===== config.mk =====
export PLATFORM = sky130hd
export DESIGN_NAME = gain_cfg_serializer_flat
export DESIGN_NICKNAME = d
export VERILOG_FILES = /design/src/rtl/gain_cfg_serializer_if.sv /design/src/rtl/gain_cfg_serializer.sv /design/src/flat_wrapper.sv
export SDC_FILE = /design/constraint.sdc
export NUM_CORES = 1
export LEC_CHECK = 0
export CAP_MARGIN = 30
export CORE_MARGIN = 5
export CORE_UTILIZATION = 52
export DETAILED_ROUTE_END_ITERATION = 6
export GPL_TIMING_DRIVEN = 0
export PLACE_DENSITY = 0.76
export SKIP_LAST_GASP = 1
export SLEW_MARGIN = 20
export SYNTH_ARGS = -nofsm -noshare
export SYNTH_HDL_FRONTEND = slang
export SYNTH_SLANG_ARGS = --single-unit

===== constraint.sdc =====
create_clock -name i_clk -period 2.2 [get_ports i_clk]
set_input_delay 0.22 -clock i_clk [delete_from_list [all_inputs] [get_ports i_clk]]
set_output_delay 0.22 -clock i_clk [all_outputs]
set_load 0.02 [all_outputs]

===== src/rtl/gain_cfg_serializer_if.sv =====
// rtl/gain_cfg_serializer_if.sv - gain word request and serial programming pins
interface gain_cfg_serializer_if #(
    parameter int GAIN1_W = 2,
    parameter int GAIN2_W = 3
);
    logic               i_start;
    logic [GAIN1_W-1:0] i_gain1;
    logic [GAIN2_W-1:0] i_gain2;
    logic               o_sclk;
    logic               o_sdin;
    logic               o_busy;
    logic               o_done;
    logic [GAIN1_W-1:0] o_last_gain1;
    logic [GAIN2_W-1:0] o_last_gain2;

    modport slave (
        input  i_start, i_gain1, i_gain2,
        output o_sclk, o_sdin, o_busy, o_done, o_last_gain1, o_last_gain2
    );

    modport master (
        output i_start, i_gain1, i_gain2,
        input  o_sclk, o_sdin, o_busy, o_done, o_last_gain1, o_last_gain2
    );
endinterface


===== src/rtl/gain_cfg_serializer.sv =====
// rtl/gain_cfg_serializer.sv - shifts A1/A2 gain words LSB first on a divided sclk/sdin pair
module gain_cfg_serializer #(
    parameter int CLK_DIV = 4,
    parameter int GAIN1_W = 2,
    parameter int GAIN2_W = 3
) (
    input  logic                  i_clk,
    input  logic                  i_reset,
    gain_cfg_serializer_if.slave  bus
);
    localparam int NB = GAIN1_W + GAIN2_W;
    localparam int DW = $clog2(CLK_DIV + 1);
    localparam int BW = $clog2(NB + 1);
    localparam logic [DW-1:0] DIV_LAST = DW'(CLK_DIV - 1);
    localparam logic [BW-1:0] BIT_LAST = BW'(NB - 1);

    typedef enum logic [1:0] {ST_IDLE, ST_LOW, ST_HIGH, ST_DONE} state_t;

    state_t             r_state, w_state_n;
    logic [DW-1:0]      r_div_cnt, w_div_cnt_n;
    logic [BW-1:0]      r_bit_cnt, w_bit_cnt_n;
    logic [NB-1:0]      r_shift, w_shift_n;
    logic [NB-1:0]      r_frame, w_frame_n;
    logic               r_sclk, w_sclk_n;
    logic               r_sdin, w_sdin_n;
    logic               r_busy, w_busy_n;
    logic               r_done, w_done_n;
    logic [GAIN1_W-1:0] r_last_gain1, w_last_gain1_n;
    logic [GAIN2_W-1:0] r_last_gain2, w_last_gain2_n;
    logic [NB-1:0]      w_word;

    assign w_word = {bus.i_gain2, bus.i_gain1};

    always_ff @(posedge i_clk) begin
        if (i_reset) begin
            r_state      <= ST_IDLE;
            r_div_cnt    <= '0;
            r_bit_cnt    <= '0;
            r_shift      <= '0;
            r_frame      <= '0;
            r_sclk       <= 1'b0;
            r_sdin       <= 1'b0;
            r_busy       <= 1'b0;
            r_done       <= 1'b0;
            r_last_gain1 <= '0;
            r_last_gain2 <= '0;
        end else begin
            r_state      <= w_state_n;
            r_div_cnt    <= w_div_cnt_n;
            r_bit_cnt    <= w_bit_cnt_n;
            r_shift      <= w_shift_n;
            r_frame      <= w_frame_n;
            r_sclk       <= w_sclk_n;
            r_sdin       <= w_sdin_n;
            r_busy       <= w_busy_n;
            r_done       <= w_done_n;
            r_last_gain1 <= w_last_gain1_n;
            r_last_gain2 <= w_last_gain2_n;
        end
    end

    // Outputs are computed one edge ahead so every pin comes straight from a flop.
    always_comb begin
        w_state_n      = r_state;
        w_div_cnt_n    = r_div_cnt;
        w_bit_cnt_n    = r_bit_cnt;
        w_shift_n      = r_shift;
        w_frame_n      = r_frame;
        w_sclk_n       = r_sclk;
        w_sdin_n       = r_sdin;
        w_busy_n       = r_busy;
        w_done_n       = 1'b0;
        w_last_gain1_n = r_last_gain1;
        w_last_gain2_n = r_last_gain2;
        unique case (r_state)
            ST_IDLE: begin
                if (bus.i_start) begin
                    w_frame_n   = w_word;
                    w_shift_n   = w_word >> 1;
                    w_sdin_n    = w_word[0];
                    w_sclk_n    = 1'b0;
                    w_busy_n    = 1'b1;
                    w_div_cnt_n = '0;
                    w_bit_cnt_n = '0;
                    w_state_n   = ST_LOW;
                end
            end
            ST_LOW: begin
                if (r_div_cnt == DIV_LAST) begin
                    w_div_cnt_n = '0;
                    w_sclk_n    = 1'b1;
                    w_state_n   = ST_HIGH;
                end else begin
                    w_div_cnt_n = r_div_cnt + DW'(1);
                end
            end
            ST_HIGH: begin
                if (r_div_cnt == DIV_LAST) begin
                    w_div_cnt_n = '0;
                    w_sclk_n    = 1'b0;
                    if (r_bit_cnt == BIT_LAST) begin
                        w_bit_cnt_n    = '0;
                        w_sdin_n       = 1'b0;
                        w_busy_n       = 1'b0;
                        w_done_n       = 1'b1;
                        w_last_gain1_n = r_frame[GAIN1_W-1:0];
                        w_last_gain2_n = r_frame[NB-1:GAIN1_W];
                        w_state_n      = ST_DONE;
                    end else begin
                        // Next bit goes out on the same edge sclk falls, giving full CLK_DIV setup.
                        w_sdin_n    = r_shift[0];
                        w_shift_n   = r_shift >> 1;
                        w_bit_cnt_n = r_bit_cnt + BW'(1);
                        w_state_n   = ST_LOW;
                    end
                end else begin
                    w_div_cnt_n = r_div_cnt + DW'(1);
                end
            end
            ST_DONE: begin
                w_state_n = ST_IDLE;
            end
            default: begin
                w_state_n = ST_IDLE;
            end
        endcase
    end

    assign bus.o_sclk       = r_sclk;
    assign bus.o_sdin       = r_sdin;
    assign bus.o_busy       = r_busy;
    assign bus.o_done       = r_done;
    assign bus.o_last_gain1 = r_last_gain1;
    assign bus.o_last_gain2 = r_last_gain2;
endmodule

===== src/flat_wrapper.sv =====
// flat-port wrapper written by rule: the top's interface ports become plain ports
module gain_cfg_serializer_flat 
#(
    parameter int CLK_DIV = 4,
    parameter int GAIN1_W = 2,
    parameter int GAIN2_W = 3
)
  (i_clk, i_reset, bus_i_start, bus_i_gain1, bus_i_gain2, bus_o_sclk, bus_o_sdin, bus_o_busy, bus_o_done, bus_o_last_gain1, bus_o_last_gain2);
  gain_cfg_serializer_if #(.GAIN1_W(GAIN1_W), .GAIN2_W(GAIN2_W)) bus_i ();
  input  logic i_clk;
  input  logic i_reset;
  input wire logic [$bits(bus_i.i_start)-1:0] bus_i_start;
  input wire logic [$bits(bus_i.i_gain1)-1:0] bus_i_gain1;
  input wire logic [$bits(bus_i.i_gain2)-1:0] bus_i_gain2;
  output wire logic [$bits(bus_i.o_sclk)-1:0] bus_o_sclk;
  output wire logic [$bits(bus_i.o_sdin)-1:0] bus_o_sdin;
  output wire logic [$bits(bus_i.o_busy)-1:0] bus_o_busy;
  output wire logic [$bits(bus_i.o_done)-1:0] bus_o_done;
  output wire logic [$bits(bus_i.o_last_gain1)-1:0] bus_o_last_gain1;
  output wire logic [$bits(bus_i.o_last_gain2)-1:0] bus_o_last_gain2;
  assign bus_i.i_start = bus_i_start;
  assign bus_i.i_gain1 = bus_i_gain1;
  assign bus_i.i_gain2 = bus_i_gain2;
  assign bus_o_sclk = bus_i.o_sclk;
  assign bus_o_sdin = bus_i.o_sdin;
  assign bus_o_busy = bus_i.o_busy;
  assign bus_o_done = bus_i.o_done;
  assign bus_o_last_gain1 = bus_i.o_last_gain1;
  assign bus_o_last_gain2 = bus_i.o_last_gain2;
  gain_cfg_serializer #(.CLK_DIV(CLK_DIV), .GAIN1_W(GAIN1_W), .GAIN2_W(GAIN2_W)) u_core (.i_clk(i_clk), .i_reset(i_reset), .bus(bus_i));
endmodule

# Word level (Yosys, flattened, before mapping)

Index checks and enable logic that the tools add are counted.
W data, S select, Z words.

Input bits: 8
Output and inout bits: 9
Register bits: 27
Word-level logic and storage cells: 67

Equality and inequality tests: 10
Bitwise operators: 2
Reduce and logical (&&, ||, !) cells: 14
$add $sub $neg: 2
Muxes and demuxes: 28

Operators with widths:

| kind                  | count |
|---|---|
| $mux W5               | 3 |
| $mux W3               | 4 |
| $pmux W3 S2           | 2 |
| $reduce_and A4 Y1     | 3 |
| $mux W1               | 10 |
| $pmux W5 S2           | 1 |
| $reduce_and A3 Y1     | 3 |
| $mux W2               | 4 |
| $pmux W2 S4           | 1 |
| $add A3 B1 Y3 const B | 2 |
| $ne A2 B1 Y1 const B  | 3 |
| $eq A2 B2 Y1 const B  | 2 |
| $ne A2 B2 Y1 const B  | 2 |
| $pmux W1 S2           | 2 |
| $reduce_and A2 Y1     | 2 |
| $reduce_bool A2 Y1    | 2 |
| $eq A3 B2 Y1 const B  | 1 |
| $eq A3 B3 Y1 const B  | 1 |
| $pmux W1 S3           | 1 |
| $reduce_bool A3 Y1    | 1 |
| $reduce_or A3 Y1      | 1 |
| $eq A2 B1 Y1 const B  | 1 |
| $logic_not A2 Y1      | 1 |
| $not A1 Y1            | 2 |
| $reduce_or A2 Y1      | 1 |

# Logic depth before layout (Yosys ltp)

Depth after elaboration: 4
Mapped depth: 7
Mapped depth without buffers: 6

# Worst setup path before layout

Ideal clock, no wire load.

Path kind: reg-to-reg
Start: register u_core.r_state[0]
End: register u_core.r_sclk, in the netlist u_core.bus.o_sclk
Library setup time: 0.128 ns
Data required time: 2.072 ns
Stages on the path, launching flop included: 8
Data arrival time: 1.643 ns
Clock period less this slack: 1.771 ns
Path buffers: 1
Slack: 0.429 ns
Cells stage by stage: dfxtp_1 > inv_1 > ha_1 > buf_2 > or2_1 > a211oi_1 > mux2i_1 > nor2_1

Cells in the longest elaborated chain, start to end: 3
Elaborated cells between the ends (all ways): 9

Ends and longest elaborated chain:

| element                                              | RTL line                  | text |
|---|---|---|
| start, declared                                      | gain_cfg_serializer.sv:19 | `state_t r_state, w_state_n;` |
| start signal, assigned                               | gain_cfg_serializer.sv:48 | `r_state <= w_state_n;` |
| $eq A2 B2 Y1, or another cell as far along           | gain_cfg_serializer.sv:75 | `unique case (r_state)` |
| $ne A2 B1 Y1 (no line), or another cell as far along | --                        |  |
| $reduce_and A4 Y1 (no line)                          | --                        |  |
| end signal, assigned                                 | gain_cfg_serializer.sv:53 | `r_sclk <= w_sclk_n;` |
| end, declared                                        | gain_cfg_serializer.sv:24 | `logic r_sclk, w_sclk_n;` |

Several ways; a longest one is shown, not always the timed one.
A chain may end at the register's enable or synchronous reset.

# Worst setup path after layout

Same ends and word-level chain as after synthesis.

==> results.tsv <==
stage	metric	value	unit
outcome	outcome	finished clean	
cts	Post-CTS Setup Bufs	0	
sta	Fin. Hold Viols	0	
setup_path	worst path bufs/invs	2	
sta	unrepaired setup endpoints after global routing	false	
final_layout	Final nets	168	
routing	vias	975	
setup_path	CP endpoint kind	flop	
place	DP HPWL	1.79	mm
synth	Mapped Avg Cell Area	9.16	µm²
pwr	VDD IR-drop max	578	µV
floorplanning	Starting Density	54.6	%
cts	CTS resizes	0	
setup_path	critical path class	reg2reg	
setup_path	reg2reg start	u_core.r_state[0]	
grt	GRT Residual Overflow	0	
grt	first-pass GRT wire length	4.20	mm
worst_hold_path	Hold Path Origin	bus_i_start	
floorplanning	DIE HEIGHT	58.4	µm
pwr	P_leak	0.000513	µW
floorplanning	die footprint	0.00341	mm²
grt	gr usage total	16.0	%
cts	worst skew pair latency	0.31	ns
synth	Mapped Cells	133	
sta	Fin Clk Skew	0.00160	ns
setup_path	crit start category	flop	
floorplanning	die width	58.4	µm
cts	total CTS buffers	3	
synth	Post-Synth Adder-Cell Area	8.21	%
setup_path	Crit path largest cell delay	0.44	ns
sta	Slew @ Worst Pin	0.491	ns
routing	Routed WL	2.35	mm
sta	Final period util	88.7	%
cts	cts hold-fix bufs	0	
cts	clk root buf	clkbuf_4	
place	Port Buffers	14	
job	# Max-Cap Violations	0	
sta	minimum clock period after layout	1.95	ns
grt	vias in the first global route	1009	
final_layout	Ant. Diodes	0	
synth	Mapped Nets	149	
sta	fin. max-slew vios	0	
setup_path	CP max-delay cell	dfxtp_1	
grt	initial antenna violation count	0	
routing	DRC Markers	0	
place	GPL Wtd Cong	0.795	
final_layout	Register Area	520	µm²
pwr	total power	1460	µW
final_layout	layout cells sized above 1	9.33	%
setup_path	CP cell instances	inv_1 -> ha_1 -> buf_2 -> or2_1 -> a211oi_1 -> mux2i_1 -> nor2_1	
synth	post-synthesis xor/xnor area fraction	0	%
synth	FF+latch count, synth	26	
routing	drt first pass iters	4	
setup_path	Crit path max-delay family	flip-flops	
synth	library cells used by synthesis	28	
routing	DR WL/cell	13.2	µm
routing	DR vias/cell	5.48	
sta	Slew headroom	67.1	%
sta	TNS Setup	0	ns
final_layout	Multi-input gate area	632	µm²
setup_path	Worst Path Required	2.41	ns
cts	Reg clk slew, reported paths	0.13	ns
setup_path	Worst Path Max Fanout	10	
cts	clock sink count	26	
pwr	Pwr Density	1030	mW/mm²
cts	clk buf depth	2	
grt	largest net degree at the start of global routing	14	
synth	cell area after synthesis	0.00122	mm²
final_layout	Area Overhead vs Synth	16.2	%
final_layout	FILL cells	191	
synth	register area share after synthesis	42.7	%
cts	CTS tree	built	
routing	Final ANT Viol Nets	0	
routing	Iter 0 DRT Violations	27	
floorplanning	IO Count	17	
worst_hold_path	HP Class	in2reg	
synth	simple-gate share of the synthesized area	20.0	%
sta	fmax	513	MHz
cts	H-tree depth reported by CTS	1	
synth	Synth Area in Compound Gates	16.2	%
synth	largest family of logic cells by synthesized area	simple AND/OR/NAND/NOR gates	
floorplanning	Core Footprint	0.00223	mm²
synth	post-synthesis mux area share	7.39	%
synth	Synthesis Warnings	0	
sta	endpoints failing setup	0	
floorplanning	row count	17	
setup_path	Setup crit start	u_core.r_state[0]	
setup_path	WP data arrival	2.16	ns
[worst min-delay path, stage by stage]
cell and delay (ns):
buf_2 0.15, nand3_1 0.09, a21oi_1 0.06
[state kept, by name (all words and copies together), names as in the netlist]
| register | count |
|---|---|
| u_core.bus.o_busy | 1 |
| u_core.bus.o_done | 1 |
| u_core.bus.o_last_gain1 | 2 |
| u_core.bus.o_last_gain2 | 3 |
| u_core.bus.o_sclk | 1 |
| u_core.bus.o_sdin | 1 |
| u_core.r_bit_cnt | 3 |
| u_core.r_div_cnt | 3 |
| u_core.r_frame | 5 |
| u_core.r_shift | 4 |
| u_core.r_state | 2 |
[path summary, 6_finish.rpt]
kind,end,slack [ns],cells after the start
setup / recovery,u_core.bus.o_sclk,0.25,7
hold / removal,u_core.bus.o_busy,0.23,3
setup reg to reg,u_core.bus.o_sclk,0.25,7
hold reg to reg,u_core.r_frame[3],0.48,2
[cells by family after synthesis]
group	after synthesis
AO/OA/AOI/OAI	29
adder cells (fa/ha/maj)	8
buffers and inverters	13
flip-flops	26
multiplexers	9
AND/OR/NAND/NOR	48
[cells in the final DEF (no fill, tap or decap)]
cell type	instances
clkbuf_4	3
nor3b_1	1
nand4_1	1
dfxtp_1	26
a221oi_1	1
o21ai_0	3
or2_1	1
clkbuf_1	3
nor3_1	3
nand2_1	10
nor2b_2	1
a21oi_1	15
ha_1	8
a21o_1	1
and3_1	1
a211oi_1	6
buf_6	2
a21oi_2	1
a211o_2	1
nor2_4	1
clkdlybuf4s50_1	14
or2_2	1
inv_1	6
mux2i_1	9
a2111oi_4	1
nor2_1	14
buf_2	2
nand2b_4	1
nand3_1	11
nand4b_1	2
[through the flow]
step	hold slack [ns]	area, µm²	util, %	worst slack (ns)	std cells
final	0.234	1420	63.4	0.249	178
after global routing	0.226	1420	63.4	0.0765	178
after CTS	0.218	1420	63.4	0.244	178
after detailed placement	0.462	1390	62.4	0.266	175
after global placement	0.443	1390	62.4	0.297	175
after floorplan	0.367	1220	-	0.429	133
[power by group]
| group | leakage, µW | switching (µW) | total, µW | internal [µW] |
|---|---|---|---|---|
| clock network | 0.0000138 | 130 | 195 | 64.2 |
| registers | 0.000212 | 60.3 | 626 | 566 |
| logic | 0.000287 | 365 | 641 | 276 |
| total | 0.000513 | 556 | 1460 | 907 |
[cell usage after synthesis (all sizes together)]
cell type  instances  area share [%]
a21o               1            0.62
inv                6             1.8
a2111oi            1             2.3
a211oi             6             3.7
nor3b              1            0.62
nand2             10             3.1
dfxtp             26              43
nor3               3             1.2
buf                4             2.7
nand4b             2             1.4
or2                2             1.0
nor2b              1            0.72
nor2              15             5.2
a21oi             16             6.9
nand2b             1             1.1
a211o              1            0.82
clkbuf             3            0.92
a221oi             1            0.72
nand3             11             4.5
nand4              1            0.51
ha                 8             8.2
o21ai              3             1.2
mux2i              9             7.4
and3               1            0.51
[area by class of cell]
cell class | instances | share of cell area [%]
sequential | 26 | 36.7
buffer | 7 | 3.09
clock buffer | 3 | 1.59
timing repair buffer | 14 | 9.89
tap | 28 | 2.47
inverter | 6 | 1.59
multi-input combinational | 94 | 44.6
[per-layer routing]
| layer | up-vias | part of all wire, % | GRT usage (%) |
|---|---|---|---|
| met1 | 454 | 45 | 19.2 |
| met3 | 6 | 3.0 | 2.85 |
| met2 | 20 | 49 | 26.2 |
| met4 | 0 | 2.2 | 10.3 |
| li1 | 495 | - | - |
| met5 | - | 0 | 0 |
No activity file was read; power rests on OpenSTA's default activity.
